File: src/rtl/t_reg_bank.sv
// t_reg_bank: parallel-load register chain drained one word per handshake
// from stage 0, with serial fill at the tail stage.
// The optional recirculating mode is selected by the macro
// T_REG_BANK_ROTATE_EN: the tail stage takes the outgoing stage-0 word
// instead of sh_in. Without the macro the tail is filled from sh_in.
module t_reg_bank #(
  parameter int DATA_WIDTH = 16,
  parameter int DEPTH      = 4
) (
  input  logic                          clk,
  input  logic                          rst,
  input  logic                          en,
  input  logic                          ld_valid,
  input  logic [DEPTH*DATA_WIDTH-1:0]   ld_data,
  output logic                          ld_ready,
  input  logic [DATA_WIDTH-1:0]         sh_in,
  output logic                          m_valid,
  input  logic                          m_ready,
  output logic [DATA_WIDTH-1:0]         m_data,
  output logic                          m_last,
  output logic [$clog2(DEPTH+1)-1:0]    count
);

  localparam int CW = $clog2(DEPTH+1);

  localparam logic [0:0] ST_IDLE  = 1'b0;
  localparam logic [0:0] ST_DRAIN = 1'b1;

  localparam logic [CW-1:0] CNT_FULL = CW'(DEPTH);
  localparam logic [CW-1:0] CNT_ONE  = CW'(1);

  logic [0:0]            state_q, state_d;
  logic [CW-1:0]         count_q, count_d;
  logic [DATA_WIDTH-1:0] stage_q [DEPTH];
  logic [DATA_WIDTH-1:0] stage_d [DEPTH];

  logic is_drain;
  logic is_last;
  logic do_load;
  logic do_shift;

  assign is_drain = (state_q == ST_DRAIN);
  assign is_last  = is_drain && (count_q == CNT_ONE);

  // A new burst can be taken while idle, or in the same cycle the final
  // word of the current burst leaves, so bursts can run back to back.
  assign ld_ready = !is_drain || (is_last && m_ready);

  // Load wins over shift; both are gated by the global enable.
  assign do_load  = en && ld_valid && ld_ready;
  assign do_shift = en && is_drain && m_ready && !do_load;

  assign m_valid = is_drain;
  assign m_last  = is_last;
  assign m_data  = stage_q[0];
  assign count   = count_q;

  // Per-stage next value: parallel word on load, neighbour (or tail fill) on shift.
  genvar gi;
  generate
    for (gi = 0; gi < DEPTH; gi++) begin : g_stage
      logic [DATA_WIDTH-1:0] shift_src;
      if (gi == DEPTH-1) begin : g_tail
`ifdef T_REG_BANK_ROTATE_EN
        assign shift_src = stage_q[0];
`else
        assign shift_src = sh_in;
`endif
      end else begin : g_body
        assign shift_src = stage_q[gi+1];
      end
      assign stage_d[gi] = do_load  ? ld_data[gi*DATA_WIDTH +: DATA_WIDTH] :
                           do_shift ? shift_src : stage_q[gi];
    end
  endgenerate

  // Next-state and remaining-word count.
  always_comb begin
    state_d = state_q;
    count_d = count_q;
    if (do_load) begin
      state_d = ST_DRAIN;
      count_d = CNT_FULL;
    end else if (do_shift) begin
      count_d = count_q - CNT_ONE;
      if (is_last) begin
        state_d = ST_IDLE;
      end
    end
  end

  // State registers; reset clears everything, even mid-burst.
  always_ff @(posedge clk) begin
    if (rst) begin
      state_q <= ST_IDLE;
      count_q <= '0;
      for (int i = 0; i < DEPTH; i++) begin
        stage_q[i] <= '0;
      end
    end else begin
      state_q <= state_d;
      count_q <= count_d;
      for (int i = 0; i < DEPTH; i++) begin
        stage_q[i] <= stage_d[i];
      end
    end
  end

endmodule

File: config.mk
export PLATFORM = sky130hd
export DESIGN_NAME = t_reg_bank
export DESIGN_NICKNAME = d
export VERILOG_FILES = /design/src/rtl/t_reg_bank.sv
export SDC_FILE = /design/constraint.sdc
export NUM_CORES = 1
export LEC_CHECK = 0
export ABC_CLOCK_PERIOD_IN_PS = 2300
export BUFFER_PORTS_ARGS = -buffer_cell sky130_fd_sc_hd__buf_4
export CAP_MARGIN = 15
export CORE_ASPECT_RATIO = 1.5
export CORE_MARGIN = 2
export CORE_UTILIZATION = 40
export CTS_BUF_LIST = sky130_fd_sc_hd__clkbuf_2 sky130_fd_sc_hd__clkbuf_4 sky130_fd_sc_hd__clkbuf_8
export CTS_CLUSTER_DIAMETER = 100
export CTS_CLUSTER_SIZE = 28
export DETAILED_ROUTE_END_ITERATION = 10
export HOLD_SLACK_MARGIN = 0.12
export PLACE_DENSITY = 0.72
export SLEW_MARGIN = 20
export SYNTH_ARGS = -nofsm -noshare
export SYNTH_HDL_FRONTEND = slang
export SYNTH_SLANG_ARGS = --single-unit
File: constraint.sdc
create_clock -name clk -period 2.3 [get_ports clk]
set_input_delay 0.115 -clock clk [delete_from_list [all_inputs] [get_ports clk]]
set_output_delay 0.115 -clock clk [all_outputs]
set_load 0.01 [all_outputs]
Word level (Yosys, flattened, before mapping)
Memories as Yosys holds them, arrays and structs flattened.
Index checks and enable logic that the tools add are counted.
{ "totals": {"regBits": 4, "output_inout_bits": 22, "word_cells": 44, "mem_count": 1, "mem_bits_rw": 64, "input_bits": 85} }
{ "mem_list": {"columns": ["name", "depth", "width", "read_ports", "rd_ports_with_merged_regs", "wr", "line", "rtl"], "rows": [
  ["stage_q", 4, 16, 4, 0, 4, "34", "logic [DATA_WIDTH-1:0] stage_q [DEPTH];"]
]} }
{ "classes": {"n_mux": 20, "bitwise": 4, "addsub": 1, "reduce_logical": 14, "n_eq_ne": 1} }
{ "ops": {"columns": ["cell", "n"], "rows": [
  ["16-bit 2-to-1 mux", 12],
  ["1-bit logical AND", 7],
  ["1-bit 2-to-1 mux", 6],
  ["3-bit 2-to-1 mux", 2],
  ["1-bit OR", 4],
  ["2-bit nonzero test", 2],
  ["3-bit by 1-bit == test with 1-bit output (second input constant)", 1],
  ["3-bit by 1-bit subtractor with 3-bit output (second input constant)", 1],
  ["1-bit zero test", 2],
  ["2-bit AND reduction", 1],
  ["2-bit OR reduction", 1],
  ["1-bit logical OR", 1]
]} }

Depth between registers and ports, before layout
{ "logic_depth": {"word_depth": 10, "depth_mapped": 7, "depth_no_buf": 5} }

Least setup slack after synthesis
Ideal clock, no wire load.
{ "synth_path": {"kind": "register to register", "from": "reg count_q[1], in the netlist count[1]", "to": "mem stage_q[1][0]", "path_buffers": 2, "required_time_ns": 2.178, "synth_period_minus_slack_ns": 1.614, "path_stages_with_launch": 8, "t_arrival_ns": 1.493, "path_slack_ns": 0.686, "setup_ns": 0.122, "cell_sequence": "dfxtp_1 -> inv_1 -> ha_1 -> nand3b_1 -> and2_1 -> buf_6 -> buf_6 -> a221o_1"} }
{ "synth_lines": {"columns": ["element", "line", "rtl"], "rows": [
  ["from (decl)", "33", "logic [CW-1:0] count_q, count_d;"],
  ["from (signal assigned)", "102", "count_q <= count_d;"],
  ["to (decl)", "34", null]
]} }

==> metrics.yaml <==
timing:
  fin_setup_tns_ns: 0
  hold_violations: 0
  max_freq_mhz: 495
  final_max_slew_viol_count: 0
  finalSetupViolCount: 0
  relSlewSlack_pct: 59.1
  fin_crit_ns: 2.02
  rsz0062_at_grt: "no"
  period_share_pct: 87.8
  hold_ws_ns: 0.133
  worstMarginPinSlew_ns: 0.614
  clock_skew_ns: 0.0104
floorplanning:
  ios: 107
  die_h_um: 123
  die_w_um: 83.0
  start_util_pct: 40.7
  die_area_sq_um: 10200
  rows: 43
  core_area_sq_um: 9200
critical_path:
  r2r_cells: 6
  slowest_delay_ns: 0.52
  cp_num_cells: 6
  cp.arrival_ns: 2.31
  path_class: "reg2reg"
  worstPathCellList: "inv_1 > ha_1 > nand3b_4 > buf_12 > a2111oi_0 > a221o_1"
  critical_path_buf_inv_count: 2
  critPathTopFamily: "compound AO/OA/AOI/OAI gates"
  critPathMaxFanout: 34
  startpoint_type: "register"
  crit_required_ns: 2.59
  critical-path-slowest-cell: "a2111oi_0"
  cp-end-kind: "register"
cts:
  h-tree-depth: 3
  numCtsBuffers: 9
  clk_pin_slew_worst_paths_ns: 0.08
  clk_path_buf_depth: 2
  cts_resized: 0
  cts_tree: "built"
  cts_root_buf: "clkbuf_8"
  clkLatencyLatePin_ns: 0.34
  postCtsHoldBufs: 14
  postCtsSetupBuffers: 0
  cts.sinks: 68
route:
  wirelength_um: 9690
  dr.pass1.iters: 4
  vias: 3398
  drt_iter0_drc: 291
  vias_per_cell: 5.64
  ant_nets: 0
  avgRoutedWirePerCell_um: 16.1
  drcViolationCount: 0
grt:
  grt_pass1_vias: 3225
  grt_max_degree: 67
  grtUsageTotal_pct: 18.9
  grt_first_pass_wirelength_um: 15800
  grt_overflow_total: 0
  antenna_found_initial: 0
synthesis:
  synth_warnings: 0
  synth_seq_area_share_pct: 36.3
  syn_nets: 484
  syn_avg_cell_area_sq_um: 9.44
  syn-instance-count: 397
  yosysUniqueCellTypes: 30
  ys_ff_latch: 68
  netlist_area_sq_um: 3750
pwr:
  powerDensity_nw_per_um2: 584
  ir_drop_v: 0.000297
  p_leak_nw: 2.20
  p_total_mw: 2.83
placement:
  port_buffers: 106
  dp.cells: 574
  gp_congestion: 0.833
  dp_hpwl_um: 6570
min_path:
  min_path_type: "in2reg"
  hold_depth: 3
final_layout:
  syn2layout_area_growth_pct: 29.4
  final_common_cell: "buf_4"
  fin_util_pct: 52.7
  nNetsFinal: 574
  drive_gt1_share_pct: 27.5
  antenna_cells: 0
  layout_common_cells: "109 x buf_4, 67 x dfxtp_1, 66 x inv_1"
  fillCellCount: 842
  stdcell_count: 603
run:
  cap_violations: 0
run_status:
  status: "completed"
[cells by family (layout without fill, tap and decap cells)]
group	Yosys count	after routing	share of synthesized area [%]
buf+inv	115	209	15.0
compound gates	136	136	33.9
simple gates	74	74	13.6
flops	68	68	36.3
fa+ha+maj	2	2	0.668
xor+xnor	1	1	0.234
mux	1	1	0.401
[sequential cells by signal (all words and copies together), names as in the netlist]
| name | count |
|---|---|
| stage_q | 64 |
| count | 3 |
| m_valid | 1 |
[stage by stage]
stage | cell area, sq um | setup WS, ns
final | 4850 | 0.282
after floorplan | 3750 | 0.686
after detailed placement | 4500 | 0.327
after global routing | 4850 | 0.0896
after global placement | 4500 | 0.481
after CTS | 4850 | 0.308
[metal layers]
layer  track usage [%]  wire, um
met1              24.5      4100
met2              29.3      4630
met3              3.03       513
met5                 0         0
met4              12.4       445
[report_power, final]
group          switching, mW  internal [mW]
Clock                  0.462          0.606
Sequential            0.0438           1.25
Combinational          0.222          0.255
Total                  0.727           2.11
[worst register-to-register path, stage by stage (launching register included)]
cell	delay, ns
dfxtp_1	0.32
inv_1	0.07
ha_1	0.22
nand3b_4	0.32
buf_12	0.31
a2111oi_0	0.52
a221o_1	0.19
[final timing paths]
path / endpoint / from / slack [ns]
worst max-delay path: stage_q[1][10] / count[1] / 0.28
worst min-delay path: stage_q[3][15] / sh_in[15] / 0.13
worst max register to register: stage_q[1][10] / count[1] / 0.28
worst min register to register: stage_q[2][10] / stage_q[2][10] / 0.48
[cell usage after synthesis (all sizes together)]
master   number  area [sq um]
and3b         1          8.76
dfxtp        68          1360
nor2b        39           244
mux2          1          15.0
a21o          1          7.51
and2b        25           188
inv          66           248
and2          1          6.26
clkbuf       23          86.3
nand4         1          6.26
o21ba         1          10.0
a31oi         1          6.26
a21oi         3          26.3
xnor2         1          8.76
nand3         1          5.00
nand2         2          10.0
a221o        64           641
nand3b        2          27.5
and3          1          6.26
buf          26           226
nand2b        1          6.26
a2111oi      65           571
a211oi        1          7.51
ha            2          25.0
[final cells by class]
| cell class | instances | area (sq um) | share of cell area [%] |
|---|---|---|---|
| Clock buffer | 9 | 124 | 2.55 |
| Multi-Input combinational cell | 214 | 1830 | 37.7 |
| Timing Repair Buffer | 128 | 1060 | 21.8 |
| Clock inverter | 6 | 90.1 | 1.86 |
| Tap cell | 112 | 140 | 2.89 |
| Inverter | 66 | 248 | 5.11 |
| Sequential cell | 68 | 1360 | 28.1 |
No activity file was read; power rests on OpenSTA's default activity.
